[src/rtl/clk_div_pkg.sv]
// Shared constants for the multi-channel clock-enable generator.
// Divisor defaults assume a 50 MHz clk.
package clk_div_pkg;

  localparam int unsigned DEF_CNT_W     = 32;
  localparam int unsigned DEF_SUB_W     = 4;
  localparam int unsigned DEF_DIV_500MS = 25_000_000;
  localparam int unsigned DEF_DIV_1MS   = 50_000;

endpackage

[src/rtl/clk_div_chan.sv]
// One divider channel: runtime divisor latched at period boundaries,
// one-cycle tick, toggling wave, wrapping tick sub-counter and zero-divisor halt.
module clk_div_chan
  import clk_div_pkg::*;
#(
  parameter int unsigned      CNT_W   = DEF_CNT_W,
  parameter int unsigned      SUB_W   = DEF_SUB_W,
  parameter logic [CNT_W-1:0] DEF_DIV = CNT_W'(DEF_DIV_500MS)
) (
  input  logic             clk,
  input  logic             rst_n,
  input  logic             step,
  input  logic             en,
  input  logic             clr,
  input  logic [CNT_W-1:0] div_in,
  output logic             tick,
  output logic             wave,
  output logic [SUB_W-1:0] sub_cnt,
  output logic             div_err
);

  localparam logic [CNT_W-1:0] CNT_ONE = CNT_W'(1);
  localparam logic [SUB_W-1:0] SUB_ONE = SUB_W'(1);

  logic [CNT_W-1:0] cnt_q, cnt_d;
  logic [CNT_W-1:0] div_lat_q, div_lat_d;
  logic [SUB_W-1:0] sub_cnt_q, sub_cnt_d;
  logic             tick_q, tick_d;
  logic             wave_q, wave_d;
  logic             div_err_q, div_err_d;

  always_comb begin
    cnt_d     = cnt_q;
    tick_d    = 1'b0;
    wave_d    = wave_q;
    sub_cnt_d = sub_cnt_q;
    div_lat_d = div_lat_q;
    div_err_d = div_err_q;
    if (clr) begin
      cnt_d     = '0;
      wave_d    = 1'b0;
      sub_cnt_d = '0;
      div_lat_d = div_in;
      div_err_d = div_err_q && (div_in == '0);
    end else if (div_lat_q == '0) begin
      // Halted, but an idle channel keeps tracking div_in so it can recover without clr.
      div_err_d = 1'b1;
      if (!en) begin
        div_lat_d = div_in;
        div_err_d = (div_in == '0);
      end
    end else if (step) begin
      if (cnt_q == div_lat_q - CNT_ONE) begin
        cnt_d     = '0;
        tick_d    = 1'b1;
        wave_d    = ~wave_q;
        sub_cnt_d = sub_cnt_q + SUB_ONE;
        div_lat_d = div_in;
      end else begin
        cnt_d = cnt_q + CNT_ONE;
      end
    end else if (!en) begin
      div_lat_d = div_in;
    end
  end

  always_ff @(posedge clk or negedge rst_n) begin
    if (!rst_n) begin
      cnt_q     <= '0;
      div_lat_q <= DEF_DIV;
      sub_cnt_q <= '0;
      tick_q    <= 1'b0;
      wave_q    <= 1'b0;
      div_err_q <= 1'b0;
    end else begin
      cnt_q     <= cnt_d;
      div_lat_q <= div_lat_d;
      sub_cnt_q <= sub_cnt_d;
      tick_q    <= tick_d;
      wave_q    <= wave_d;
      div_err_q <= div_err_d;
    end
  end

  assign tick    = tick_q;
  assign wave    = wave_q;
  assign sub_cnt = sub_cnt_q;
  assign div_err = div_err_q;

endmodule

[src/rtl/clk_div_multi.sv]
// Multi-channel clock-enable generator; ticks are enables for downstream logic.
// With CASCADE=1 channel i>0 advances once per registered tick of channel i-1.
module clk_div_multi
  import clk_div_pkg::*;
#(
  parameter int unsigned NUM_CH  = 2,
  parameter int unsigned CNT_W   = DEF_CNT_W,
  parameter int unsigned SUB_W   = DEF_SUB_W,
  parameter int unsigned DEF_DIV = DEF_DIV_500MS,
  parameter int unsigned CASCADE = 0
) (
  input  logic                    clk,
  input  logic                    rst_n,
  input  logic [NUM_CH*CNT_W-1:0] div_in,
  input  logic [NUM_CH-1:0]       en,
  input  logic [NUM_CH-1:0]       clr,
  output logic [NUM_CH-1:0]       tick,
  output logic [NUM_CH-1:0]       wave,
  output logic [NUM_CH*SUB_W-1:0] sub_cnt,
  output logic [NUM_CH-1:0]       div_err
);

  for (genvar i = 0; i < NUM_CH; i++) begin : g_ch
    logic step;

    if ((CASCADE != 0) && (i > 0)) begin : g_casc
      assign step = en[i] & tick[i-1];
    end else begin : g_free
      assign step = en[i];
    end

    clk_div_chan #(
      .CNT_W   (CNT_W),
      .SUB_W   (SUB_W),
      .DEF_DIV (CNT_W'(DEF_DIV))
    ) u_chan (
      .clk     (clk),
      .rst_n   (rst_n),
      .step    (step),
      .en      (en[i]),
      .clr     (clr[i]),
      .div_in  (div_in[i*CNT_W +: CNT_W]),
      .tick    (tick[i]),
      .wave    (wave[i]),
      .sub_cnt (sub_cnt[i*SUB_W +: SUB_W]),
      .div_err (div_err[i])
    );
  end

endmodule

[config.mk]
export PLATFORM = sky130hd
export DESIGN_NAME = clk_div_multi
export DESIGN_NICKNAME = d
export VERILOG_FILES = /design/src/rtl/clk_div_pkg.sv /design/src/rtl/clk_div_chan.sv /design/src/rtl/clk_div_multi.sv
export SDC_FILE = /design/constraint.sdc
export NUM_CORES = 1
export LEC_CHECK = 0
export BUFFER_PORTS_ARGS = -buffer_cell sky130_fd_sc_hd__buf_2
export CAP_MARGIN = 20
export CORE_MARGIN = 10
export CORE_UTILIZATION = 30
export CTS_CLUSTER_SIZE = 24
export DETAILED_ROUTE_END_ITERATION = 16
export PLACE_DENSITY = 0.58
export SYNTH_ARGS = -nofsm -noshare
export SYNTH_HDL_FRONTEND = slang
export SYNTH_HIERARCHICAL = 1
export SYNTH_SLANG_ARGS = --single-unit
[constraint.sdc]
create_clock -name clk -period 3.55 [get_ports clk]
set_input_delay 0.5325 -clock clk [delete_from_list [all_inputs] [get_ports clk]]
set_output_delay 0.5325 -clock clk [all_outputs]
set_load 0.02 [all_outputs]
==> out/summary.txt <==
core area -> 29,800 um2
reg-to-reg critical path startpoint -> g_ch[1].u_chan/div_lat_q[8]
unrepaired setup endpoints after global routing -> true
post-place instance area -> 10,400 um2
Die ar. -> 37,700 um2
Ports -> 84
remaining routing DRC violations -> 0
Clock power frac -> 41.8%
Fin Clk Skew -> 0.0104 ns
critical path class -> reg -> reg
Die Wd -> 194 um
fin area -> 11,400 um2
Layout Cells excl Fill -> 1,489
period utilisation layout -> 99.7%
Max Fclk -> 283 MHz
synth-to-layout area growth -> 25.1%
max_cap viols -> 0
WL final -> 27.0 mm
first-pass GRT wire length -> 43.2 mm
Seq pwr share -> 42.4%
insertion delay to the later sink of the worst-skew pair -> 0.44 ns
routability-driven placement congestion ratio -> 0.925
Placed Instances -> 1,442
sequential standard cell area -> 3590 um2
most frequent cell after synthesis -> dfrtp_1
chip height -> 194 um
CP endpoint kind -> register
clk slew on worst S/H paths -> 0.06 ns
Num Clock Sinks -> 142
fillers -> 2,999
minimum clock period -> 3.54 ns
Worst-Margin Slew -> 0.859 ns
H-tree depth -> 4
row count -> 63
net switching power -> 1.24 mW
Final Hold Viols -> 0
vias -> 7,875
Hold WS -> 0.151 ns
Post-synth EDFFs -> 0
Initial Util -> 30.6%
top cells by area, synth -> dfrtp_1 (32%), mux2_1 (7.3%), dfstp_2 (6.9%)
final setup violation count -> 0
biggest area consumer among synthesized cells -> dfrtp_1
switch share -> 28.2%
vias per inst -> 5.29
Synth cell types -> 85
Synth Area per Inst -> 9.66 um2
FF+latch count, synth -> 142
WL per Instance -> 18.1 um
initial antenna violation count -> 0
total iterations of the first detailed-routing run -> 5
Port Buffers -> 83
fin. max-slew vios -> 0
Iteration-0 DRC Markers -> 571
Synth top area share -> 32.4%
Required @ worst endpoint -> 3.87 ns
share of total power in combinational logic -> 15.8%
CP startpoint -> g_ch[1].u_chan/div_lat_q[8]
Power Internal -> 3.16 mW
most used cell, CP -> nand4_1
leakage power -> 4.58 nW
Synth Flop Type -> dfrtp_1
signal arrival time at the worst endpoint -> 3.86 ns
Crit-path slowest cell -> or4_4
CTS tree -> yes
Startpoint Class -> register
max_slew headroom -> 42.8%
vias in the first global route -> 7,770
synth warn -> 6
VDD IR max -> 0.339 mV
Multi-input gate area -> 5620 um2
All-Layer GR Usage -> 14.0%
Seq/Total Area, Yosys -> 39.3%
Async SR Flop Fraction -> 100%
CTS root buf -> clkbuf_16
CTS Buf Count -> 17
Detailed Place HPWL -> 20.0 mm
synth cell count leaders -> dfrtp_1 (118), nor2_1 (91), xor2_1 (62)
Longest Clk Path Bufs -> 2
Power Dens Cells -> 386 nW/um2
ratio of cells with drive above 1 in the final layout -> 28.0%
max incr delay on CP -> 0.59 ns
worst-path maximum fanout -> 8
Final #Nets -> 1,164
n_diodes -> 0
cell area after synthesis -> 9110 um2
status -> completed
largest net degree at the start of global routing -> 88
cells after synthesis -> 943
Synth Net Count -> 1,021
HP Class -> in -> async
Post-DRT Antenna Nets -> 0
GRT overflow -> 0
worst-path cell chain -> or4_4 -> nor3_4 -> nand4_1 -> a2111oi_4 -> nand4_1 -> or4b_4 -> o31ai_4 -> buf_6 -> nor2_4 -> mux2_4
-- power by group through the flow --
| stage | Sequential, mW | Clock [mW] | Combinational (mW) |
|---|---|---|---|
| after global placement | 1.88 | 0 | 0.620 |
| final | 1.87 | 1.84 | 0.697 |
| after global routing | 1.88 | 1.97 | 0.758 |
| after detailed placement | 1.88 | 0 | 0.625 |
| after floorplan | 1.84 | 0 | 0.389 |
| after CTS | 1.85 | 1.89 | 0.638 |
-- layer usage --
metal	part of all wire [%]	vias to the layer above	track usage [%]
met3	4.8	42	2.99
met1	47	3808	19.3
met2	46	227	21.5
met4	2.2	0	4.06
met5	0	-	0
li1	-	3798	-
-- through the flow --
stage               power [mW]  util (%)  setup WS (ns)  setup TNS [ns]
global route              4.60      38.3         -0.135           -6.31
CTS                       4.38      37.1       -0.00110        -0.00156
detailed placement        2.50      34.9         -0.130           -3.14
floorplan                 2.23         -         -0.248           -8.39
global placement          2.50      34.9        -0.0212          -0.255
finish                    4.40      38.3         0.0108               0
-- cells by family after synthesis --
group	count (synthesis)	synth area share, %
AO/OA/AOI/OAI	130	10.3
XOR/XNOR	121	11.6
adder cells (fa/ha/maj)	8	1.10
buffers and inverters	56	2.75
flip-flops	142	39.3
multiplexers	74	9.05
AND/OR/NAND/NOR	412	25.8
-- worst max-delay path: cells and delay by family (launching register included) --
| kind | cells | cell delay, ns |
|---|---|---|
| AOI/OAI and AO/OA | 2 | 0.62 |
| buffers and inverters | 1 | 0.18 |
| DFF | 1 | 0.44 |
| muxes | 1 | 0.35 |
| and+or+nand+nor | 6 | 1.82 |
-- state kept, by name, summed over array words and instances (netlist names) --
| name | count |
|---|---|
| g_ch.u_chan/div_err | 2 |
| g_ch.u_chan/wave | 2 |
| g_ch.u_chan/div_lat_q | 64 |
| g_ch.u_chan/cnt_q | 64 |
| g_ch.u_chan/sub_cnt | 8 |
| g_ch.u_chan/tick | 2 |
-- layout by cell type (no fill, tap or decap), types with 8 or more instances in the layout --
cell | synthesis | final
clkbuf_16 | 0 | 18
a21oi_1 | 29 | 29
nor4_1 | 33 | 30
mux2_1 | 59 | 33
xnor2_1 | 59 | 59
nor4_2 | 9 | 8
or3_1 | 23 | 21
xor2_1 | 62 | 62
nand4_1 | 39 | 39
mux2_2 | 8 | 8
dfstp_2 | 24 | 24
or4_1 | 12 | 8
nand3_1 | 41 | 41
mux2_4 | 0 | 26
and3_1 | 19 | 19
buf_4 | 0 | 65
nand2_1 | 52 | 52
dfrtp_1 | 118 | 114
nor2b_1 | 9 | 9
inv_1 | 22 | 20
buf_2 | 8 | 82
nor2_1 | 91 | 91
o21ai_0 | 25 | 25
nor3_1 | 26 | 26
-- final cells by class --
class                           count  share of cell area (%)
Multi-Input combinational cell    748                    49.3
Timing Repair Buffer              155                    8.99
Tap cell                          390                    4.28
Inverter                           22                   0.724
Clock inverter                     13                    1.45
Clock buffer                       19                    3.80
Sequential cell                   142                    31.5
-- path summary, 6_finish.rpt --
kind	end	slack [ns]	cells after the start
max reg2reg	g_ch[1].u_chan/div_lat_q[30]	0.01	10
min reg2reg	g_ch[1].u_chan/wave	0.54	2
min	g_ch[0].u_chan/div_lat_q[3]	0.15	1
max in group asynchronous	g_ch[0].u_chan/div_lat_q[11]	2.50	2
min in group clk	g_ch[1].u_chan/div_lat_q[24]	0.33	2
max	g_ch[1].u_chan/div_lat_q[30]	0.01	10
-- repair_timing --
item / 4_1_cts / 5_1_grt
pin swaps: 4 / 11
resized for setup: 9 / 49
hold buffers: 0 / 0
cloned: 2 / 3
buffers inserted: 1 / 8
setup endpoints to repair: 36 / 133
Note: power is estimated with default switching activity, not from simulation.
